[config.mk]
export PLATFORM = sky130hd
export DESIGN_NAME = csa_mult_seq
export DESIGN_NICKNAME = d
export VERILOG_FILES = /design/src/rtl/mult_pkg.sv /design/src/rtl/csa_row.sv /design/src/rtl/csa_mult_seq.sv
export SDC_FILE = /design/constraint.sdc
export NUM_CORES = 1
export LEC_CHECK = 0
export ABC_AREA = 1
export CAP_MARGIN = 10
export CORE_MARGIN = 2
export CORE_UTILIZATION = 50
export CTS_CLUSTER_SIZE = 25
export DETAILED_ROUTE_END_ITERATION = 7
export PLACE_DENSITY = 0.83
export SKIP_CTS_REPAIR_TIMING = 1
export SYNTH_ARGS = -nofsm -noshare
export SYNTH_HDL_FRONTEND = slang
export SYNTH_HIERARCHICAL = 1
export SYNTH_SLANG_ARGS = --single-unit
[constraint.sdc]
create_clock -name clk -period 3.8 [get_ports clk]
set_input_delay 0.76 -clock clk [delete_from_list [all_inputs] [get_ports clk]]
set_output_delay 0.76 -clock clk [all_outputs]
set_load 0.01 [all_outputs]
[src/rtl/mult_pkg.sv]
// Shared definitions for the carry-save sequential multiplier: controller
// states and the product-width helper.
package mult_pkg;

  typedef enum logic [1:0] {
    IDLE    = 2'd0,
    ACCUM   = 2'd1,
    RESOLVE = 2'd2,
    DONE    = 2'd3
  } state_t;

  localparam int W_DEFAULT = 8;
  localparam int PW        = 2 * W_DEFAULT;

  function automatic int prod_width(input int w);
    return 2 * w;
  endfunction

endpackage

[src/rtl/csa_row.sv]
// One row of N independent full adders (3:2 compressor). The carry vector is
// returned unshifted; the caller aligns it to the next weight.
module csa_row #(
  parameter int N = 16
) (
  input  logic [N-1:0] x,
  input  logic [N-1:0] y,
  input  logic [N-1:0] z,
  output logic [N-1:0] sum,
  output logic [N-1:0] carry
);

  assign sum   = x ^ y ^ z;
  assign carry = (x & y) | (x & z) | (y & z);

endmodule

[src/rtl/csa_mult_seq.sv]
// Sequential unsigned W x W multiplier: one partial product per cycle into a
// carry-save accumulator, then a single resolving add into the product.
module csa_mult_seq
  import mult_pkg::*;
#(
  parameter int W          = W_DEFAULT,
  parameter bit EARLY_EXIT = 1'b0
) (
  input  logic                 clk,
  input  logic                 rst,
  input  logic                 in_valid,
  output logic                 in_ready,
  input  logic [W-1:0]         a,
  input  logic [W-1:0]         b,
  output logic                 out_valid,
  input  logic                 out_ready,
  output logic [2*W-1:0]       product,
  output logic                 busy
);

  // Handshakes: a transfer happens on a rising edge where valid and ready are
  // both high; valid, once raised, holds with its data until that edge.

  localparam int PWID = prod_width(W);
  localparam int CW   = $clog2(W + 1);

  state_t state, state_next;

  logic [W-1:0]    a_q, b_q;
  logic [PWID-1:0] s_q, c_q;
  logic [PWID-1:0] pp, row_sum, row_carry;
  logic [PWID-1:0] product_q;
  logic [CW-1:0]   cnt;
  logic            out_valid_q;
  logic [W-1:0]    b_shift, b_rest;
  logic            last_step;

  always_comb begin
    b_shift   = b_q >> cnt;
    b_rest    = b_q >> (cnt + 1'b1);
    pp        = b_shift[0] ? ({{W{1'b0}}, a_q} << cnt) : '0;
    // With early exit, stop once no set multiplier bits remain above cnt.
    last_step = (cnt == CW'(W - 1)) || (EARLY_EXIT && (b_rest == '0));
  end

  csa_row #(.N(PWID)) u_row (
    .x     (s_q),
    .y     (c_q),
    .z     (pp),
    .sum   (row_sum),
    .carry (row_carry)
  );

  always_ff @(posedge clk or posedge rst) begin
    if (rst) state <= IDLE;
    else     state <= state_next;
  end

  always_comb begin
    state_next = state;
    case (state)
      IDLE:    if (in_valid)  state_next = ACCUM;
      ACCUM:   if (last_step) state_next = RESOLVE;
      RESOLVE:                state_next = DONE;
      DONE:    if (out_ready) state_next = IDLE;
      default:                state_next = IDLE;
    endcase
  end

  always_ff @(posedge clk or posedge rst) begin
    if (rst) begin
      a_q         <= '0;
      b_q         <= '0;
      s_q         <= '0;
      c_q         <= '0;
      cnt         <= '0;
      product_q   <= '0;
      out_valid_q <= 1'b0;
    end else begin
      case (state)
        IDLE: begin
          if (in_valid) begin
            a_q <= a;
            b_q <= b;
            s_q <= '0;
            c_q <= '0;
            cnt <= '0;
          end
        end
        ACCUM: begin
          s_q <= row_sum;
          // The carry leaving the top bit is always zero for W x W operands.
          c_q <= row_carry << 1;
          cnt <= cnt + 1'b1;
        end
        RESOLVE: begin
          product_q   <= s_q + c_q;
          out_valid_q <= 1'b1;
        end
        DONE: begin
          if (out_ready) out_valid_q <= 1'b0;
        end
        default: ;
      endcase
    end
  end

  assign in_ready  = (state == IDLE);
  assign busy      = (state == ACCUM) || (state == RESOLVE);
  assign out_valid = out_valid_q;
  assign product   = product_q;

endmodule

# Word-level counts from Yosys, hierarchy flattened

Index checks and enable logic that the tools add are counted.

Bits in registers: 71
Latch bits: 0
Bits in writable memories: 0
Bits in read-only memories: 0
Output and inout port bits: 19
Logic and storage cells: 46
Memories: 0

$add $sub $neg: 2
Multiply operators: 0
Div/mod/pow operators: 0
Order comparisons: 0
Equality and inequality tests: 7
Shift operators: 2
Mux-type cells: 12
Bitwise operators: 7
Reduce and logical (&&, ||, !) cells: 8

Operators by type and width:

| cell                                                                   | count |
|---|---|
| 16-bit case mux with 2 select lines                                    | 2 |
| 15-bit bitwise AND                                                     | 3 |
| 16-bit two-way mux                                                     | 2 |
| 16-bit XOR                                                             | 2 |
| 15-bit bitwise OR                                                      | 2 |
| 16-bit adder                                                           | 1 |
| 8-bit by 4-bit << shifter with 16-bit output                           | 1 |
| 2-bit case mux with 4 select lines                                     | 1 |
| 4-bit case mux with 2 select lines                                     | 1 |
| 8-bit by 4-bit >> shifter with 1-bit output                            | 1 |
| 2-bit two-way mux                                                      | 3 |
| 2-bit != test (second input constant)                                  | 3 |
| 2-bit AND reduction                                                    | 3 |
| 4-bit by 1-bit adder with 4-bit output (second input constant)         | 1 |
| 2-bit equality test (second input constant)                            | 2 |
| 4-bit by 3-bit equality test with 1-bit output (second input constant) | 1 |
| 4-bit two-way mux                                                      | 1 |
| 2-bit nonzero test                                                     | 2 |
| 3-bit AND reduction                                                    | 1 |
| 2-bit by 1-bit equality test with 1-bit output (second input constant) | 1 |
| 2-bit zero test                                                        | 1 |
| 1-bit case mux with 2 select lines                                     | 1 |
| 1-bit logical OR                                                       | 1 |
| 1-bit two-way mux                                                      | 1 |

# Longest topological paths before layout

Depth in word-level cells: 6
Depth in mapped cells: 12
Mapped depth without buffers: 11

# Modules after synthesis

Netlist, hierarchy kept.

By module, submodules not included:

| module       | times used | cells each | area an instance (um2) | seq. area each (um2) |
|---|---|---|---|---|
| csa_mult_seq | 1          | 555        | 4095.2                 | 1751.7 |
| csa_row      | 1          | 16         | 320.3                  | 0.0 |

# Worst setup path after synthesis

OpenSTA, ideal clock, no wires.

Path type: register to register
Start: register cnt[0]
End: register s_q[0]
Setup time: 0.128 ns
Arrival time: 1.700 ns
Data required time: 3.672 ns
Slack: 1.972 ns
Cell stages (with the launch flop): 12
Buffers on the path: 1
Period minus slack after synthesis: 1.828 ns
Cells stage by stage: dfrtp_1 buf_4 nand2_1 o211ai_1 nand3_1 nand2_1 inv_2 nand3_1 nor2_1 fa_1 nand3_1 o21ai_0

Cells in the longest elaborated chain, start to end: 4
Elaborated cells on any way between the ends: 5
Those cells by class: shift (2); mux (2); bitwise (1)

RTL lines:

| element                                                                                                     | line                                   | RTL |
|---|---|---|
| from (decl)                                                                                                 | csa_mult_seq.sv:33                     | `logic [CW-1:0] cnt;` |
| from (signal assigned)                                                                                      | csa_mult_seq.sv:94                     | `cnt <= cnt + 1'b1;` |
| 8-bit by 4-bit << shifter with 16-bit output or 8-bit by 4-bit >> shifter with 1-bit output (tied branches) | csa_mult_seq.sv:41, csa_mult_seq.sv:39 |  |
| 16-bit two-way mux (*)                                                                                      | csa_mult_seq.sv:41                     | `pp = b_shift[0] ? ({{W{1'b0}}, a_q} << cnt) : '0;` |
| via pp[0]                                                                                                   | csa_mult_seq.sv:31                     | `logic [PWID-1:0] pp, row_sum, row_carry;` |
| 16-bit XOR (*)                                                                                              | csa_row.sv:13                          | `assign sum = x ^ y ^ z;` |
| via row_sum[0]                                                                                              | csa_mult_seq.sv:31                     |  |
| 16-bit case mux with 2 select lines (*)                                                                     | csa_mult_seq.sv:80                     | `case (state)` |
| to (signal assigned)                                                                                        | csa_mult_seq.sv:91                     | `s_q <= row_sum;` |
| to (decl)                                                                                                   | csa_mult_seq.sv:30                     | `logic [PWID-1:0] s_q, c_q;` |

Mark *: on every way through the listed nets, which the timed path passes. The rest lies on a longest branch.
A chain may end at the register's enable or synchronous reset.

# Worst setup path in the final report

Start: register cnt[0]
End: register s_q[3]

Same word-level chain as after synthesis.

==> flow_metrics.tcl <==
set metrics [dict create \
    synth_area_um2 4415 \
    layout.nets 659 \
    area_growth_pct 13.37 \
    seq_area_frac_synth_pct 39.67 \
    clock_path_buffers 2 \
    start_util_pct 51.13 \
    ir_worst_vdd_v 0.0003828 \
    maxSlewHeadroom_pct 41.90 \
    leakage_nw 2.673 \
    core-area_um2 8636 \
    status "finished, final reports clean" \
    hold_path_class "register to register" \
    rsz0062_at_grt "false" \
    required_ps 4080 \
    drc 0 \
    hpwl_um 6590 \
    synth_edf_count 0 \
    fin_area_um2 5006 \
    tightest_slew_ps 871.4 \
    slew_viol_final 0 \
    via_per_inst 5.140 \
    fmax_ghz 0.3976 \
    path_cells "inv_1, o21ai_0, nand3_1, nand2_1, inv_2, o21ai_4, nor2_1, fa_1, nand3_1, nand2_1" \
    cts_buffers 9 \
    fin_crit_sh_pct 66.19 \
    grt_use_total_pct 19.56 \
    gp_congestion 0.8542 \
    antenna_left 0 \
    cellPowerDensity_nw_per_um2 749.0 \
    placed_cell_area_um2 4857 \
    hold_viol_final 0 \
    dr_wl_met2_um 4261 \
    io_pins 39 \
    crit_path_end_kind "register" \
    setup_viol 0 \
    cp.arrival_ps 2790 \
    dieArea_um2 9599 \
    period_needed_ps 2515 \
    cts_tree "built" \
    pre_cts_slack_ps 1139 \
    placed_cells 700 \
    grt_pass1_wl_um 15460 \
    cts.clk_slew.worst_paths_ps 70 \
    cts_sinks 70 \
    instances_no_fill 715 \
    num_antenna_cells 0 \
    syn_inst 571 \
    detail_route.wl_per_cell_um 12.37 \
    antenna_found_initial 0 \
    slowest_delay_ps 760 \
    insertion_delay_ps 340 \
    nFillCells 783 \
    worst_slack_ps 1285 \
    post-route-util_pct 57.97 \
    drt_iter0_drc 174 \
    wirelength_um 8841 \
    grt_pass1_vias 3559 \
    h-tree-depth 3 \
    setup.worst_path.start_class "register" \
    ys_async_sr_fraction_pct 100.0 \
    layout_common_cells "nand2_1, dfrtp_1, inv_1, nand3_1, nor2_1" \
    synthDistinctLibCells 31 \
    grt_max_degree 71 \
    yosys_warnings 6 \
    vias 3675 \
    final_common_cell "nand2_1" \
    critPathKind "register to register" \
    setup_tns_ps 0 \
    synth_flop_cell "dfrtp_1" \
    slowest_stage "dfrtp_1" \
    cp_max_fo 24 \
    finClkSkew_ps 8.175 \
    clockRootBuffer "clkbuf_8" \
    dieHeight_um 97.98 \
    firstDrtPassIters 4 \
    wl_met1_um 4050 \
    drive_gt1_share_pct 5.601 \
    grt_overflow 0 \
    die_w_um 97.98 \
    synth_seq_cells 70 \
    syn_area_per_cell_um2 7.733 \
    top_layer_used "met4" \
    max_cap_violations 0 \
    wl_met3_um 381 \
    row_count 34 \
    numPortBuffers 38 \
]
per-layer routing:
layer | global-route usage [%] | up-vias
met5 | 0 | -
met4 | 8.120 | 0
met3 | 2.935 | 16
met2 | 32.46 | 89
met1 | 25.76 | 1708
li1 | - | 1862
power by group:
| group | internal (mW) | switching, mW |
|---|---|---|
| Combinational | 0.782 | 1.17 |
| Sequential | 1.03 | 0.270 |
| Clock | 0.233 | 0.273 |
area by class of cell:
cell class,instances,area (um2),share of cell area [%]
multi-input combinational,413,2316,46.26
sequential,70,1752,34.99
timing repair buffer,40,395.4,7.898
inverter,69,259.0,5.174
clock buffer,13,138.9,2.774
tap,108,135.1,2.699
clock inverter,2,10.01,0.2000
final timing paths:
check | slack (ps) | cells past startpoint | start | end
setup / recovery | 1280 | 10 | cnt[0] | s_q[3]
hold / removal | 480 | 2 | product[12] | product[12]
setup reg to reg | 1280 | 10 | cnt[0] | s_q[3]
hold reg to reg | 480 | 2 | product[12] | product[12]
max in group asynchronous | 2240 | 3 | rst | s_q[14]
min in group asynchronous | 990 | 3 | rst | b_q[6]
state kept, by name, summed over array words and instances (netlist names):
name,count
a_q,8
b_q,8
c_q,15
cnt,4
out_valid,1
product,16
s_q,16
state,2
cells by family after synthesis:
family | after synthesis | synth area share [%]
adders and majority gates | 36 | 13.09
muxes | 9 | 2.267
other | 1 | 0.08493
and+or+nand+nor | 295 | 27.46
xor gates and xnor gates | 8 | 1.587
DFF | 70 | 39.67
AOI/OAI and AO/OA | 63 | 7.878
buffers and inverters | 89 | 7.962
cell usage after synthesis (all sizes together), types with 2 or more instances:
| cell | count | share of area [%] |
|---|---|---|
| a21oi | 25 | 2.8 |
| buf | 10 | 1.2 |
| clkbuf | 10 | 0.85 |
| dfrtp | 70 | 40 |
| fa | 17 | 7.7 |
| ha | 19 | 5.4 |
| inv | 68 | 5.8 |
| mux2 | 8 | 2.0 |
| nand2 | 186 | 16 |
| nand3 | 56 | 6.5 |
| nand3b | 2 | 0.34 |
| nand4 | 2 | 0.28 |
| nor2 | 45 | 4.0 |
| nor3 | 2 | 0.23 |
| o211ai | 4 | 0.68 |
| o21ai | 33 | 4.2 |
| or2 | 2 | 0.28 |
| xnor2 | 6 | 1.2 |
| xor2 | 2 | 0.40 |
per-stage QoR:
step | hold WS, ps | power (mW)
after floorplan | 473.9 | 2.731
after global placement | 453.7 | 3.156
after detailed placement | 460.6 | 3.258
after CTS | 479.0 | 3.775
after global routing | 505.9 | 4.114
final | 476.0 | 3.750
critical path, delay by kind of cell, from the launching register on:
| family | cells | cell delay [ps] |
|---|---|---|
| DFF | 1 | 760 |
| and+or+nand+nor | 5 | 520 |
| adders and majority gates | 1 | 520 |
| buffers and inverters | 2 | 330 |
| AOI/OAI and AO/OA | 2 | 330 |
Power figures use the tool's default switching activity.
